$ cat src/rtl/dmem_port_arbiter_pkg.sv
// Shared types for the commit-stage data-memory port arbiter.
// Latency: n/a (types and constants only).
// Backpressure: n/a.
package dmem_port_arbiter_pkg;

  localparam int WORD_SIZE    = 16;
  localparam int STARVE_LIMIT = 4;

  // NORMAL: loads win by default; FORCE_ST: loads locked out until stores drain
  typedef enum logic [0:0] {
    NORMAL   = 1'b0,
    FORCE_ST = 1'b1
  } arb_state_e;

  // One memory access as presented on the single port
  typedef struct packed {
    logic                 v;
    logic                 w;
    logic [WORD_SIZE-1:0] addr;
    logic [WORD_SIZE-1:0] data;
  } mem_req_t;

endpackage

$ cat src/rtl/dmem_port_arbiter_if.sv
// Bundle of load, store-drain and memory-port signals around the arbiter.
// Latency: n/a (wiring only).
// Backpressure: ld_ready/st_ready are the accept strobes; no credits.
interface dmem_port_arbiter_if #(
  parameter int W = 16
);
  logic         ld_v;
  logic [W-1:0] ld_addr;
  logic         ld_ready;
  logic         ld_data_v;
  logic [W-1:0] ld_data;
  logic         st_v;
  logic [W-1:0] st_addr;
  logic [W-1:0] st_data;
  logic         st_ready;
  logic         sb_full;
  logic         flush;
  logic         mem_v;
  logic         mem_w;
  logic [W-1:0] mem_addr;
  logic [W-1:0] mem_wdata;
  logic [W-1:0] mem_rdata;

  // Requesters plus the memory itself
  modport master (
    output ld_v, ld_addr, st_v, st_addr, st_data, sb_full, flush, mem_rdata,
    input  ld_ready, ld_data_v, ld_data, st_ready, mem_v, mem_w, mem_addr, mem_wdata
  );

  // The arbiter
  modport slave (
    input  ld_v, ld_addr, st_v, st_addr, st_data, sb_full, flush, mem_rdata,
    output ld_ready, ld_data_v, ld_data, st_ready, mem_v, mem_w, mem_addr, mem_wdata
  );
endinterface

$ cat src/rtl/dmem_starve_ctr.sv
// Saturating count of consecutive cycles a waiting store lost to a load.
// Latency: count updates one cycle after inc/clr; sat is a direct decode.
// Backpressure: none; clear has priority over increment.
module dmem_starve_ctr #(
  parameter int LIMIT = 4
) (
  input  logic clk_i,
  input  logic reset_i,
  input  logic inc,
  input  logic clr,
  output logic sat
);
  localparam int CW = $clog2(LIMIT + 1);
  localparam logic [CW-1:0] MAX = CW'(LIMIT);

  logic [CW-1:0] cnt;

  // Count losses, hold at the limit, drop to zero when the store wins or leaves
  always_ff @(posedge clk_i or posedge reset_i) begin
    if (reset_i) begin
      cnt <= '0;
    end else if (clr) begin
      cnt <= '0;
    end else if (inc && cnt != MAX) begin
      cnt <= cnt + 1'b1;
    end
  end

  assign sat = (cnt == MAX);
endmodule

$ cat src/rtl/dmem_port_arbiter.sv
// Shares one data-memory port between execute loads and store-buffer drains.
// Latency: memory request combinational from grant; load data one cycle after grant.
// Backpressure: loser sees ready low and holds; flush blocks loads, never stores.
module dmem_port_arbiter
  import dmem_port_arbiter_pkg::*;
#(
  parameter int WORD_SIZE_P    = WORD_SIZE,
  parameter int STARVE_LIMIT_P = STARVE_LIMIT
) (
  input  logic                clk_i,
  input  logic                reset_i,
  dmem_port_arbiter_if.slave  bus
);

  arb_state_e state, state_nxt;
  logic       st_grant;
  logic       ld_grant;
  logic       urgent;
  logic       starve_sat;
  logic       resp_pend;
  mem_req_t   req;

  // State register
  always_ff @(posedge clk_i or posedge reset_i) begin
    if (reset_i) begin
      state <= NORMAL;
    end else begin
      state <= state_nxt;
    end
  end

  // Grant decision and next state; grants are held off while reset is asserted
  always_comb begin
    st_grant  = 1'b0;
    ld_grant  = 1'b0;
    state_nxt = state;
    urgent    = bus.sb_full | starve_sat;
    case (state)
      NORMAL: begin
        st_grant = bus.st_v & (~bus.ld_v | urgent);
        ld_grant = bus.ld_v & ~bus.flush & ~st_grant;
        // The first term is unreachable with the grant rule above; it keeps
        // the escape path explicit should the grant rule ever gain a flush term.
        if ((bus.st_v & urgent & ~st_grant) | (bus.sb_full & bus.flush)) begin
          state_nxt = FORCE_ST;
        end
      end
      FORCE_ST: begin
        st_grant = bus.st_v;
        if ((st_grant & ~bus.sb_full) | ~bus.st_v) begin
          state_nxt = NORMAL;
        end
      end
      default: state_nxt = NORMAL;
    endcase
    if (reset_i) begin
      st_grant = 1'b0;
      ld_grant = 1'b0;
    end
  end

  dmem_starve_ctr #(
    .LIMIT (STARVE_LIMIT_P)
  ) u_starve_ctr (
    .clk_i   (clk_i),
    .reset_i (reset_i),
    .inc     (bus.st_v & ld_grant),
    .clr     (st_grant | ~bus.st_v),
    .sat     (starve_sat)
  );

  // Memory request built directly from whichever side holds the grant
  always_comb begin
    req = '0;
    if (st_grant) begin
      req.v    = 1'b1;
      req.w    = 1'b1;
      req.addr = bus.st_addr;
      req.data = bus.st_data;
    end else if (ld_grant) begin
      req.v    = 1'b1;
      req.w    = 1'b0;
      req.addr = bus.ld_addr;
    end
  end

  // Remember that a read was issued so its data can be flagged next cycle
  always_ff @(posedge clk_i or posedge reset_i) begin
    if (reset_i) begin
      resp_pend <= 1'b0;
    end else begin
      resp_pend <= ld_grant;
    end
  end

  assign bus.mem_v     = req.v;
  assign bus.mem_w     = req.w;
  assign bus.mem_addr  = req.addr;
  assign bus.mem_wdata = req.data;
  assign bus.ld_ready  = ld_grant;
  assign bus.st_ready  = st_grant;
  // A flush arriving with the returning data kills it on the spot
  assign bus.ld_data_v = resp_pend & ~bus.flush & ~reset_i;
  assign bus.ld_data   = bus.ld_data_v ? bus.mem_rdata : '0;

endmodule
$ cat src/flat_wrapper.sv
// flat-port wrapper written by rule: the top's interface ports become plain ports
module dmem_port_arbiter_flat import dmem_port_arbiter_pkg::*;
#(
  parameter int WORD_SIZE_P    = WORD_SIZE,
  parameter int STARVE_LIMIT_P = STARVE_LIMIT
)
  (clk_i, reset_i, bus_ld_v, bus_ld_addr, bus_st_v, bus_st_addr, bus_st_data, bus_sb_full, bus_flush, bus_mem_rdata, bus_ld_ready, bus_ld_data_v, bus_ld_data, bus_st_ready, bus_mem_v, bus_mem_w, bus_mem_addr, bus_mem_wdata);
  dmem_port_arbiter_if bus_i ();
  input  logic clk_i;
  input  logic reset_i;
  input wire logic [$bits(bus_i.ld_v)-1:0] bus_ld_v;
  input wire logic [$bits(bus_i.ld_addr)-1:0] bus_ld_addr;
  input wire logic [$bits(bus_i.st_v)-1:0] bus_st_v;
  input wire logic [$bits(bus_i.st_addr)-1:0] bus_st_addr;
  input wire logic [$bits(bus_i.st_data)-1:0] bus_st_data;
  input wire logic [$bits(bus_i.sb_full)-1:0] bus_sb_full;
  input wire logic [$bits(bus_i.flush)-1:0] bus_flush;
  input wire logic [$bits(bus_i.mem_rdata)-1:0] bus_mem_rdata;
  output wire logic [$bits(bus_i.ld_ready)-1:0] bus_ld_ready;
  output wire logic [$bits(bus_i.ld_data_v)-1:0] bus_ld_data_v;
  output wire logic [$bits(bus_i.ld_data)-1:0] bus_ld_data;
  output wire logic [$bits(bus_i.st_ready)-1:0] bus_st_ready;
  output wire logic [$bits(bus_i.mem_v)-1:0] bus_mem_v;
  output wire logic [$bits(bus_i.mem_w)-1:0] bus_mem_w;
  output wire logic [$bits(bus_i.mem_addr)-1:0] bus_mem_addr;
  output wire logic [$bits(bus_i.mem_wdata)-1:0] bus_mem_wdata;
  assign bus_i.ld_v = bus_ld_v;
  assign bus_i.ld_addr = bus_ld_addr;
  assign bus_i.st_v = bus_st_v;
  assign bus_i.st_addr = bus_st_addr;
  assign bus_i.st_data = bus_st_data;
  assign bus_i.sb_full = bus_sb_full;
  assign bus_i.flush = bus_flush;
  assign bus_i.mem_rdata = bus_mem_rdata;
  assign bus_ld_ready = bus_i.ld_ready;
  assign bus_ld_data_v = bus_i.ld_data_v;
  assign bus_ld_data = bus_i.ld_data;
  assign bus_st_ready = bus_i.st_ready;
  assign bus_mem_v = bus_i.mem_v;
  assign bus_mem_w = bus_i.mem_w;
  assign bus_mem_addr = bus_i.mem_addr;
  assign bus_mem_wdata = bus_i.mem_wdata;
  dmem_port_arbiter #(.WORD_SIZE_P(WORD_SIZE_P), .STARVE_LIMIT_P(STARVE_LIMIT_P)) u_core (.clk_i(clk_i), .reset_i(reset_i), .bus(bus_i));
endmodule
$ cat config.mk
export PLATFORM = sky130hd
export DESIGN_NAME = dmem_port_arbiter_flat
export DESIGN_NICKNAME = d
export VERILOG_FILES = /design/src/rtl/dmem_port_arbiter_pkg.sv /design/src/rtl/dmem_port_arbiter_if.sv /design/src/rtl/dmem_starve_ctr.sv /design/src/rtl/dmem_port_arbiter.sv /design/src/flat_wrapper.sv
export SDC_FILE = /design/constraint.sdc
export NUM_CORES = 1
export LEC_CHECK = 0
export BUFFER_PORTS_ARGS = -buffer_cell sky130_fd_sc_hd__clkbuf_2
export CORE_UTILIZATION = 29
export DETAILED_ROUTE_END_ITERATION = 8
export PLACE_DENSITY_LB_ADDON = 0.2
export SLEW_MARGIN = 20
export SYNTH_ARGS = -nofsm -noshare
export SYNTH_HDL_FRONTEND = slang
export SYNTH_SLANG_ARGS = --single-unit
$ cat constraint.sdc
create_clock -name clk_i -period 2.8 [get_ports clk_i]
set_clock_uncertainty 0.15 [all_clocks]
set_input_delay 0 -clock clk_i [delete_from_list [all_inputs] [get_ports clk_i]]
set_output_delay 0 -clock clk_i [all_outputs]
set_load 0.02 [all_outputs]
## After elaboration in Yosys (flattened, before gate mapping)

Index checks and enable logic that the tools add are counted.

| storage, ports and cells | value |
|---|---|
| logic and storage cells | 43 |
| input port bits | 70 |
| output and inout bits | 53 |
| flip-flop bits (word level) | 5 |

| cells by class | value |
|---|---|
| reduce and logical (&&, ||, !) cells | 2 |
| mux-type cells | 13 |
| add/subtract/negate cells | 1 |
| equal/unequal tests | 2 |
| bitwise operators | 22 |

Operators by type and width:

| cell | count |
|---|---|
| 18-bit two-way mux | 2 |
| 16-bit two-way mux | 2 |
| 1-bit AND | 10 |
| 1-bit NOT | 7 |
| 3-bit two-way mux | 2 |
| 1-bit two-way mux | 5 |
| 1-bit bitwise OR | 5 |
| 1-bit case mux with 2 select lines | 2 |
| 3-bit by 1-bit adder with 3-bit output, second input constant | 1 |
| 3-bit equality test, second input constant | 1 |
| 3-bit != test, second input constant | 1 |
| 2-bit nonzero test | 1 |
| 1-bit logical AND | 1 |

## Depth between registers and ports, before layout

| logic depth | value |
|---|---|
| depth in word-level cells | 12 |
| mapped depth | 8 |
| mapped depth without buffers | 6 |

## Hierarchy

From an unflattened synthesis, not the netlist that was laid out.

| second synthesis, totals | value |
|---|---|
| cells, all modules | 89 |
| area, all modules | 728.2 um^2 |

Modules (own cells, without submodules):

| module | area each (um^2) | seq. area each (um^2) | instances | cells each |
|---|---|---|---|---|
| dmem_port_arbiter | 531.8 | 50.0 | 1 | 70 |
| dmem_starve_ctr | 196.4 | 75.1 | 1 | 19 |

## Worst setup path before layout

OpenSTA, ideal clock, no wires.

| timing | value |
|---|---|
| kind | flip-flop to output port |
| start point | reg u_core.u_starve_ctr.cnt[0] |
| end point | out bus_mem_addr[10] |
| path buffers | 2 |
| setup slack | 0.852 ns |
| data arrival time | 1.798 ns |
| stages on the path, launching flop included | 9 |
| cell sequence | dfrtp_1 inv_1 ha_1 and2_1 o21ai_0 and2_1 buf_2 buf_2 a22o_1 |

| on the way | value |
|---|---|
| cells in the longest elaborated chain, start to end | 10 |
| elaborated cells between the ends (all ways) | 12 |

Ends and longest elaborated chain:

| element | line | RTL |
|---|---|---|
| start, declared | dmem_starve_ctr.sv:16 | `logic [CW-1:0] cnt;` |
| start signal, assigned | dmem_starve_ctr.sv:25 | `cnt <= cnt + 1'b1;` |
| 3-bit equality test | dmem_starve_ctr.sv:29 | `assign sat = (cnt == MAX);` |
| 1-bit bitwise OR | dmem_port_arbiter.sv:37 | `urgent = bus.sb_full \| starve_sat;` |
| 1-bit bitwise OR | dmem_port_arbiter.sv:40 | `st_grant = bus.st_v & (~bus.ld_v \| urgent);` |
| 1-bit AND | dmem_port_arbiter.sv:40 |  |
| 1-bit NOT | dmem_port_arbiter.sv:41 | `ld_grant = bus.ld_v & ~bus.flush & ~st_grant;` |
| 1-bit AND | dmem_port_arbiter.sv:41 |  |
| 1-bit two-way mux | dmem_port_arbiter.sv:38 | `case (state)` |
| 1-bit two-way mux | dmem_port_arbiter.sv:56 | `if (reset_i) begin` |
| named net bus_ld_ready | flat_wrapper.sv:19 | `output wire logic [$bits(bus_i.ld_ready)-1:0] bus_ld_ready;` |
| 18-bit two-way mux | dmem_port_arbiter.sv:80 | `end else if (ld_grant) begin` |
| 18-bit two-way mux | dmem_port_arbiter.sv:75 | `if (st_grant) begin` |
| end, declared | flat_wrapper.sv:25 | `output wire logic [$bits(bus_i.mem_addr)-1:0] bus_mem_addr;` |

The timed path passes the listed nets, and every way through them passes these cells.

## Final worst setup path

| timing | value |
|---|---|
| start point | reg u_core.u_starve_ctr.cnt[0] |
| end point | out bus_mem_addr[0] |

| on the way | value |
|---|---|
| cells in the longest elaborated chain, start to end | 10 |
| elaborated cells between the ends (all ways) | 12 |

Ends and longest elaborated chain:

| element | line |
|---|---|
| 3-bit equality test (*) | dmem_starve_ctr.sv:29 |
| 1-bit bitwise OR (*) | dmem_port_arbiter.sv:37 |
| 1-bit bitwise OR (*) | dmem_port_arbiter.sv:40 |
| 1-bit AND (*) | dmem_port_arbiter.sv:40 |
| 1-bit NOT | dmem_port_arbiter.sv:41 |
| 1-bit AND | dmem_port_arbiter.sv:41 |
| 1-bit two-way mux | dmem_port_arbiter.sv:38 |
| 1-bit two-way mux | dmem_port_arbiter.sv:56 |
| 18-bit two-way mux | dmem_port_arbiter.sv:80 |
| 18-bit two-way mux (*) | dmem_port_arbiter.sv:75 |

Mark *: on every way between the ends. The rest lies on a longest branch, timed or not.

==> metrics <==
power per cell area=roughly 230 nW/um^2; area grow syn2layout=101.3%; Max FO, Critical Path=20; GR Overflow Total=0; Total Routing Usage GR=0.2211; wirelength, routed=around 2800 um; static leakage=approximately 0.86 nW; share of cells above drive strength 1=0.6132; die area=2581 um^2; clock sink count=5; FF-to-FF Start=u_core.u_starve_ctr.cnt[0]; most numerous cell in the Yosys netlist=and2_1; pin count of the biggest net entering global routing=23; Int Pwr=0.2041 mW; synthesized instance count=87; CTS Root Cell=clkbuf_4; CP required=approximately 2.7 ns; Max-cap violations=0; Detail Placement HPWL=2329 um; Final ANT Viol Nets=0; Worst setup SP type=flip-flop; initial antenna violation count=0; combinational share of power=0.491; Antenna diodes=0; routed via count=~1100; Core Region=roughly 2200 um^2; Post-Layout Inst Area=between 1000 and 1500 um^2; min-delay worst type=primary input to flip-flop; post-layout util=0.6224; sequential share of power=0.238; Synth async-reset ratio=1.000; Highest Clock Rate=approximately 390 MHz; CTS Buf Count=3; area of the multi-input gates=526.8 um^2; FF-to-FF path depth=6; outcome=completed; H-tree depth=1; DR iter-0 viols=4; crit path time final=roughly 2.5 ns; vias in the first global route=~1100; Setup Viol. Count Final=0; Max IR drop VDD=between 0.00015 and 0.0002 V; Net Count, Synth=roughly 160; Mapped Area=between 600 and 700 um^2; num ports=123; Yosys cell types=24; Arrival @ worst endpoint=roughly 2.4 ns; FF-to-FF setup slack=approximately 0.66 ns; Tcrit/Tclk final=0.9043; Placer Congestion=0.7746; clk_lat worst skew=around 0.24 ns; FF+latch area=approximately 130 um^2; Starting Density=0.3092; setup_tns=0 ns; cell accounting for the most synthesized area=and2_1; Routed WL per cell=~12 um; row count=17; Seq/Total Area, Yosys=0.1812; fill count=roughly 200; Mapped Avg Cell Area=slightly below 8 um^2; global-route wire length before repair=between 4000 and 5000 um; CTS tree=done; # DRC=0; final net count=285; YS warnings=0; Clock Power Share=0.271; dpl cell area=1318 um^2; CTS max path bufs=2; HP Start=bus_flush; FF+latch count, synth=5; cell count of the worst hold path=4; main flop type after synthesis=dfrtp_1; Die Ht=between 50 and 60 um; Worst slew margin=0.5284; EDFF count, synth=0; RSZ-0062 raised after global routing=false; vias per cell=roughly 4.6; share of the synthesized area in the top cell type=0.3080; switching part of the total=0.3572; synth top area cells=and2_1 31%, a22o_1 20%, dfrtp_1 18%; RR Endpoint=u_core.u_starve_ctr.cnt[2]; nature of the critical path endpoint=output pin; crit path kind=flip-flop to output pin; Worst-path clk slew=~0.05 ns; I/O Buffers=122; DRT Pass-1 Iters=4; Hold EP=u_core.u_starve_ctr.cnt[2]; chip width=50.80 um; fin. max-slew vios=0; worst-margin pin slew=about 0.7 ns; final hold vios=0; leading post-synthesis cells by instance count=34 x and2_1, 16 x a22o_1, 5 x dfrtp_1; Net Sw Power=roughly 0.11 mW
sequential cells by signal (all words and copies together) (netlist names):
signal	count
u_core.u_starve_ctr.cnt	3
u_core.state	1
u_core.resp_pend	1
power by group through the flow:
| stage | Clock, mW | Combinational (mW) | Sequential, mW |
|---|---|---|---|
| 3_5_place_dp | 0 | 0.151 | 0.0767 |
| 6_report | 0.0859 | 0.156 | 0.0756 |
| 4_1_cts | 0.0893 | 0.156 | 0.0756 |
| 5_1_grt | 0.0937 | 0.170 | 0.0758 |
| 3_3_place_gp | 0 | 0.149 | 0.0767 |
| 2_1_floorplan | 0 | 0.0747 | 0.0764 |
kinds of logic (layout without fill, tap and decap cells):
kind of cell	Yosys count	after routing	share of synthesized area
buffers and inverters	10	135	0.06521
AO/OA/AOI/OAI	21	21	0.2554
AND/OR/NAND/NOR	46	46	0.4203
adder cells (fa/ha/maj)	2	2	0.03623
flip-flops	5	5	0.1812
multiplexers	2	2	0.02899
XOR/XNOR	1	1	0.01268
area by class of cell:
cell class	instances	area share
Sequential cell	5	0.09001
Inverter	3	0.008101
Multi-Input combinational cell	72	0.3789
Tap cell	28	0.02520
Timing Repair Buffer	128	0.4788
Clock buffer	4	0.01890
how the worst max path moves through the flow:
stage	from	endpoint	slack [ns]	cells past startpoint
after floorplan	u_core.u_starve_ctr.cnt[0]	bus_mem_addr[10]	0.85	8
after global placement	u_core.u_starve_ctr.cnt[0]	bus_mem_wdata[10]	0.60	8
after detailed placement	u_core.u_starve_ctr.cnt[0]	bus_mem_addr[3]	0.49	8
after CTS	u_core.u_starve_ctr.cnt[0]	bus_mem_addr[3]	0.22	8
after global routing	u_core.u_starve_ctr.cnt[0]	bus_mem_addr[0]	0.03	7
final	u_core.u_starve_ctr.cnt[0]	bus_mem_addr[0]	0.27	7
through the flow:
| step | total power, mW | setup slack (ns) | hold slack [ns] | std cells |
|---|---|---|---|---|
| after floorplan | 0.1511 | 0.8520 | -0.3715 | 87 |
| after global placement | 0.2254 | 0.5953 | -0.1883 | 232 |
| after detailed placement | 0.2272 | 0.4860 | -0.1875 | 232 |
| after CTS | 0.3206 | 0.2173 | 0.05106 | 240 |
| after global routing | 0.3392 | 0.02742 | 0.09207 | 240 |
| final | 0.3175 | 0.2680 | 0.05479 | 240 |
routing by layer:
layer  track usage  up-vias  share of wire
met5             0        -              0
met4        0.1065        0          0.013
met3       0.04545        4          0.099
met2        0.4289       71           0.53
met1        0.2184      468           0.36
li1              -      553              -
critical path, stage by stage, from the launching register on:
cell and delay (ns):
dfrtp_1 0.38, inv_1 0.06, ha_1 0.20, and2_1 0.19, o21ai_0 0.23, and2_1 0.63, a22o_1 0.28, clkbuf_2 0.17
timing repair:
item,CTS,global route
setup buffers,0,0
hold buffers,4,0
endpoints found under the hold margin,9,0
gates resized for setup,0,1
setup endpoints to repair,0,12
cell usage in the layout, fill, tap and decap left out, types with 2 or more instances in the layout:
cell type	n
a22o_1	16
nor2_1	3
mux2i_1	2
inv_1	3
dfrtp_1	5
and2_1	34
clkbuf_2	122
buf_4	2
o21ai_0	2
clkbuf_4	3
dlygate4sd3_1	4
ha_1	2
Power figures use the tool's default switching activity.
